`config.mk`:
```
export PLATFORM = sky130hd
export DESIGN_NAME = phy_rx_deser
export DESIGN_NICKNAME = d
export VERILOG_FILES = /design/src/rtl/phy_rx_deser.sv
export SDC_FILE = /design/constraint.sdc
export NUM_CORES = 1
export LEC_CHECK = 0
export BUFFER_PORTS_ARGS = -buffer_cell sky130_fd_sc_hd__buf_4
export CORE_UTILIZATION = 40
export DETAILED_ROUTE_END_ITERATION = 8
export MAX_ROUTING_LAYER = met4
export PLACE_DENSITY = 0.6
export SYNTH_ARGS = -nofsm -noshare
export SYNTH_HDL_FRONTEND = slang
export SYNTH_SLANG_ARGS = --single-unit
```
`constraint.sdc`:
```
create_clock -name clk_8f -period 4 [get_ports clk_8f]
set_clock_uncertainty 0.1 [all_clocks]
set_input_delay 0 -clock clk_8f [delete_from_list [all_inputs] [get_ports clk_8f]]
set_output_delay 0 -clock clk_8f [all_outputs]
set_load 0.02 [all_outputs]
```
`src/rtl/phy_rx_deser.sv`:
```
// phy_rx_deser: receive-side deserializer of the phy link.
// Shifts the clk_8f serial stream into a byte window, aligns on the COMMA
// idle symbol, declares the link active after SYNC_COUNT consecutive aligned
// commas, then delivers one byte every 8 bit clocks.
// Ports:
//   clk_8f      bit clock, one serial bit per rising edge
//   reset_L     asynchronous active-low reset
//   enable      receiver enable; low forces SEARCH and clears the outputs
//   data_in     serial data, MSB first
//   data_out    recovered byte
//   valid_out   data_out holds a non-comma byte
//   byte_strobe one-cycle pulse each time data_out/valid_out update
//   active      link synchronized
module phy_rx_deser #(
  parameter logic [7:0]  COMMA      = 8'hBC,
  parameter int unsigned SYNC_COUNT = 4
) (
  input  logic       clk_8f,
  input  logic       reset_L,
  input  logic       enable,
  input  logic       data_in,
  output logic [7:0] data_out,
  output logic       valid_out,
  output logic       byte_strobe,
  output logic       active
);

  localparam int unsigned BYTE_W = 8;
  localparam int unsigned CNT_W  = 3;
  localparam int unsigned BC_W   = 4;

  localparam logic [1:0] ST_SEARCH = 2'd0;
  localparam logic [1:0] ST_SYNC   = 2'd1;
  localparam logic [1:0] ST_ACTIVE = 2'd2;

  localparam logic [BC_W-1:0] BC_LAST = BC_W'(SYNC_COUNT - 1);

  logic [1:0]        state, state_nxt;
  logic [BYTE_W-1:0] shreg;
  logic [CNT_W-1:0]  bit_cnt, bit_cnt_nxt;
  logic [BC_W-1:0]   bc_cnt, bc_cnt_nxt;
  logic [BYTE_W-1:0] data_nxt;
  logic              valid_nxt;
  logic              strobe_nxt;
  logic              active_nxt;
  logic              is_comma_c;
  logic              boundary_c;

  assign is_comma_c = (shreg == COMMA);
  assign boundary_c = (bit_cnt == '0);

  // Serial shift window; keeps running while disabled so realignment can start at once.
  always_ff @(posedge clk_8f or negedge reset_L) begin
    if (!reset_L) begin
      shreg <= '0;
    end else begin
      shreg <= {shreg[BYTE_W-2:0], data_in};
    end
  end

  // State and registered outputs.
  always_ff @(posedge clk_8f or negedge reset_L) begin
    if (!reset_L) begin
      state       <= ST_SEARCH;
      bit_cnt     <= '0;
      bc_cnt      <= '0;
      data_out    <= '0;
      valid_out   <= 1'b0;
      byte_strobe <= 1'b0;
      active      <= 1'b0;
    end else begin
      state       <= state_nxt;
      bit_cnt     <= bit_cnt_nxt;
      bc_cnt      <= bc_cnt_nxt;
      data_out    <= data_nxt;
      valid_out   <= valid_nxt;
      byte_strobe <= strobe_nxt;
      active      <= active_nxt;
    end
  end

  // Next-state and output decode.
  always_comb begin
    state_nxt   = state;
    bit_cnt_nxt = bit_cnt;
    bc_cnt_nxt  = bc_cnt;
    data_nxt    = data_out;
    valid_nxt   = valid_out;
    strobe_nxt  = 1'b0;

    if (!enable) begin
      state_nxt   = ST_SEARCH;
      bit_cnt_nxt = '0;
      bc_cnt_nxt  = '0;
      data_nxt    = '0;
      valid_nxt   = 1'b0;
    end else begin
      case (state)
        ST_SEARCH: begin
          // A comma seen here fixes the byte phase: the next byte ends 8 edges later.
          if (is_comma_c) begin
            state_nxt   = ST_SYNC;
            bit_cnt_nxt = CNT_W'(1);
            bc_cnt_nxt  = BC_W'(1);
          end
        end
        ST_SYNC: begin
          bit_cnt_nxt = bit_cnt + CNT_W'(1);
          if (boundary_c) begin
            if (is_comma_c) begin
              if (bc_cnt == BC_LAST) begin
                state_nxt  = ST_ACTIVE;
                bc_cnt_nxt = '0;
                strobe_nxt = 1'b1;
                data_nxt   = COMMA;
                valid_nxt  = 1'b0;
              end else begin
                bc_cnt_nxt = bc_cnt + BC_W'(1);
              end
            end else begin
              // Non-comma on an aligned boundary rejects the alignment.
              state_nxt   = ST_SEARCH;
              bc_cnt_nxt  = '0;
              bit_cnt_nxt = '0;
            end
          end
        end
        ST_ACTIVE: begin
          bit_cnt_nxt = bit_cnt + CNT_W'(1);
          if (boundary_c) begin
            strobe_nxt = 1'b1;
            data_nxt   = shreg;
            valid_nxt  = !is_comma_c;
          end
        end
        default: begin
          state_nxt   = ST_SEARCH;
          bit_cnt_nxt = '0;
          bc_cnt_nxt  = '0;
        end
      endcase
    end

    active_nxt = (state_nxt == ST_ACTIVE);
  end

endmodule
```
==> results by group <==
STA
  – Ratio of final minimum period to clock period: 0.5096
  – Final critical path time including I/O delays and setup: 2.038 ns
  – Setup repair after global routing missed its margin: no
  – Final hold violation count: 0
  – Final Setup Violations: 0
  – Tightest slew margin relative to the limit: 0.6814
  – Maximum clock frequency: 490.6 MHz
  – Final-report max-slew violation count: 0
  – Sum Neg Setup Slack: 0 ns
  – Actual slew at the worst max-slew pin: 0.4742 ns

Placed design
  – Count of placed standard cells including taps: a little under 200
  – Number of buffers added on ports: 14
  – Weighted congestion reported at the end of routability-driven placement: ~0.84
  – HPWL reported at the end of detailed placement: roughly 2100 um
  – Post-DP Area: 0.001612 mm^2

Clocking
  – Clock-pin slew on the worst setup and hold paths: roughly 0.10 ns
  – Deepest clock path buffer count: 2
  – Cts bufs inserted: 3
  – Num Clock Sinks: 28
  – TritonCTS clock tree: built
  – Clock latency at the later pin of the worst-skew pair: 0.27 ns
  – Clock Root Buffer: sky130_fd_sc_hd__clkbuf_8
  – Total number of H-tree levels: 1

Logic synthesis
  – Synthesized-area fraction occupied by ao, oa, aoi and oai cells: 0.1768
  – Parity-gate share of the synthesized area counting xor and xnor cells: 0
  – Main combinational cell family by area after synthesis: compound AO/OA/AOI/OAI gates
  – Avg Inst Size Synth: 10.79 um^2
  – Share of synthesized flip-flops with an asynchronous set or reset: 1.000
  – Post-synthesis sequential element count: 28
  – Leading cell types by total area after synthesis: sky130_fd_sc_hd__dfrtp_1 46%, sky130_fd_sc_hd__mux2i_1 5.9%, sky130_fd_sc_hd__ha_1 5.8%, sky130_fd_sc_hd__o21ai_0 3.6%, sky130_fd_sc_hd__nand2_1 3.5%
  – Number of warnings issued by yosys: 0
  – Sequential cell area fraction in the yosys report: 0.4605
  – Synthesized Nets: roughly 150
  – Top FF cell, synth: sky130_fd_sc_hd__dfrtp_1
  – Top-count cell post-synth: sky130_fd_sc_hd__dfrtp_1
  – Count of distinct cell types in the synthesized netlist: 45
  – Count of flip-flops with a built-in enable after synthesis: 0
  – Top cells by count, synth: 28 x sky130_fd_sc_hd__dfrtp_1, 14 x sky130_fd_sc_hd__nand2_1, 11 x sky130_fd_sc_hd__inv_1, 11 x sky130_fd_sc_hd__o21ai_0, 9 x sky130_fd_sc_hd__mux2i_1
  – Synth area leader: sky130_fd_sc_hd__dfrtp_1
  – Number of instances in the synthesized netlist: 141
  – Post-synthesis share of cell area spent on full adders, half adders and majority gates: 0.05757
  – Mux share of post-synthesis cell area: 0.05921
  – Simple-gate share of the synthesized area: 0.1694
  – Synthesized area: 0.001521 mm^2
  – Post-synth top area share: 0.4605

Finish
  – Synthesis-to-finish area growth: 12.58%
  – Number of diodes added for antenna fixing: 0
  – Post-route cell area: 0.001713 mm^2
  – Fraction of layout cells with a size suffix above 1: 0.1677
  – Number of fill cells: about 330
  – Final-stage net count: 167
  – Post-route insts no fill: 203

Routing
  – Routed wirelength normalized by instance count: 14.69 um
  – Remaining design rule violation count: 0
  – Total via count after detailed routing: 1132
  – Detailed-routing iteration count for the pre-antenna-repair pass: 4
  – Residual antenna-violating net count after detailed routing: 0
  – Total wire length: 2983 um
  – Violation count after the first detailed-route iteration: 30
  – DR vias/cell: around 5.6

Worst hold path
  – Type of the most critical hold path: input port to async pin

Power
  – Static leakage power: between 0.0007 and 0.0008 uW
  – Highest ir drop seen on vdd: 0.2212 mV
  – Power density over cell area: 312.2 mW/mm^2

GRT
  – Total congestion overflow: 0
  – Fraction of met3 tracks used by global routing: 0.02717
  – Pin count of the biggest net entering global routing: 29
  – Vias in the first global route: about 1.1k
  – First-pass GRT wire length: roughly 5400 um
  – Global Route Usage Sum: 0.1752
  – Global-route layer with the greatest usage: met2
  – M2 GR Usage: 0.2713
  – Number of antenna violations at the first check in global routing: 0
  – Global-route track usage on met1: 0.2337

Floorplanning
  – Std cell rows: 22
  – Horizontal die dimension: about 64 um
  – Core outline area: 0.003661 mm^2
  – Io pins: 15
  – Height of the die: around 64 um
  – Die Footprint: 0.004055 mm^2
  – Initial core utilization: 0.4156

Worst setup path
  – Data arrival time of the worst path: approximately 2.1 ns
  – Capturing element type of the critical path: flip-flop
  – Maximum fanout count along the critical path: 12
  – Worst setup SP type: flip-flop
  – Required time of the critical path: 4.10 ns
  – Crit Path Class: flip-flop to flip-flop

Run status
  – Status: finished, final reports clean

Job
  – Max cap viols: 0
[sequential cells by signal (all words and copies together) (netlist names)]
register and count:
bit_cnt 3, shreg 8, bc_cnt 4, state 2, valid_out 1, byte_strobe 1, data_out 8, active 1
[worst paths after layout]
kind,start,end,slack (ns),depth (start not counted)
max in group asynchronous,reset_L,bc_cnt[0]$_DFFE_PN0P_,3.46,2
setup / recovery,state[0]$_DFF_PN0_,valid_out$_DFFE_PN0P_,1.96,6
hold / removal,reset_L,bit_cnt[0]$_DFFE_PN0N_,0.07,2
hold reg to reg,shreg[5]$_DFF_PN0_,shreg[6]$_DFF_PN0_,0.33,0
min in group clk_8f,data_in,shreg[0]$_DFF_PN0_,0.28,2
setup reg to reg,state[0]$_DFF_PN0_,valid_out$_DFFE_PN0P_,1.96,6
[cells by family after synthesis]
family | after synthesis
mux | 9
flops | 28
simple gates | 42
compound gates | 37
buf+inv | 18
fa+ha+maj | 7
[worst max-delay path, cell delays in order, from the launching register on]
cell and delay [ns]:
sky130_fd_sc_hd__dfrtp_1 0.42, sky130_fd_sc_hd__inv_1 0.12, sky130_fd_sc_hd__ha_1 0.40, sky130_fd_sc_hd__nor2b_1 0.27, sky130_fd_sc_hd__a41oi_4 0.07, sky130_fd_sc_hd__or4_1 0.44
sky130_fd_sc_hd__a21boi_1 0.15
[area by class of cell]
type / count / area [um^2] / area share
Multi-Input combinational cell: 95 / 704.4 / 0.4112
Sequential cell: 28 / 700.7 / 0.4091
Timing Repair Buffer: 17 / 135.1 / 0.07889
Tap cell: 48 / 60.06 / 0.03506
Clock buffer: 3 / 41.29 / 0.02411
Inverter: 11 / 41.29 / 0.02411
Clock inverter: 1 / 30.03 / 0.01753
[metal layers]
| layer | share of wire | vias up |
|---|---|---|
| met5 | 0 | - |
| met4 | 0.015 | 0 |
| met3 | 0.043 | 4 |
| met2 | 0.48 | 30 |
| met1 | 0.46 | 560 |
| li1 | - | 538 |
[report_power, final]
part	internal, uW	switching (uW)
clock network	134	87.8
registers	287	3.81
logic	8.09	14.1
total	429	106
[stage by stage]
| step | utilization | hold slack, ns | setup slack [ns] | total power, uW |
|---|---|---|---|---|
| 6_report | 0.4679 | 0.07200 | 1.962 | 534.7 |
| 5_1_grt | 0.4679 | 0.1001 | 1.789 | 555.6 |
| 4_1_cts | 0.4679 | 0.09232 | 1.948 | 539.4 |
| 3_5_place_dp | 0.4402 | -0.1525 | 1.986 | 317.2 |
| 3_3_place_gp | 0.4402 | -0.1580 | 2.070 | 317.0 |
| 2_1_floorplan | - | -0.3956 | 2.278 | 306.7 |
[timing repair]
item / CTS / global route
buffers inserted: 0 / 0
hold endpoints to repair: 32 / 0
hold buffers: 3 / 0
endpoints found under the setup margin: 0 / 0
gates resized for setup: 0 / 0
[placed cells by master (no fill, tap or decap), drive strengths merged]
cell / synthesis / layout
or2: 1 / 1
nand3: 7 / 7
a41oi: 1 / 1
bufinv: 0 / 1
and4b: 1 / 1
a21o: 1 / 1
o22ai: 1 / 1
o21ai: 12 / 12
and2b: 1 / 1
a31oi: 1 / 1
a2111oi: 1 / 1
nand2b: 1 / 1
dlygate4sd3: 0 / 3
o41a: 1 / 1
mux2i: 9 / 9
a21oi: 5 / 5
o31ai: 2 / 2
nand4: 1 / 1
nor3b: 2 / 2
ha: 7 / 7
nand4b: 2 / 2
clkbuf: 5 / 3
buf: 2 / 14
nand2: 14 / 14
o211ai: 2 / 2
or4: 2 / 2
a21boi: 2 / 2
nor2b: 2 / 2
o21a: 2 / 2
nand4bb: 1 / 1
dfrtp: 28 / 28
nor2: 4 / 4
inv: 11 / 11
nor3: 1 / 1
o2111ai: 2 / 2
and2: 1 / 1
and4bb: 1 / 1
a211oi: 4 / 4
Note: power is estimated with default switching activity, not from simulation.
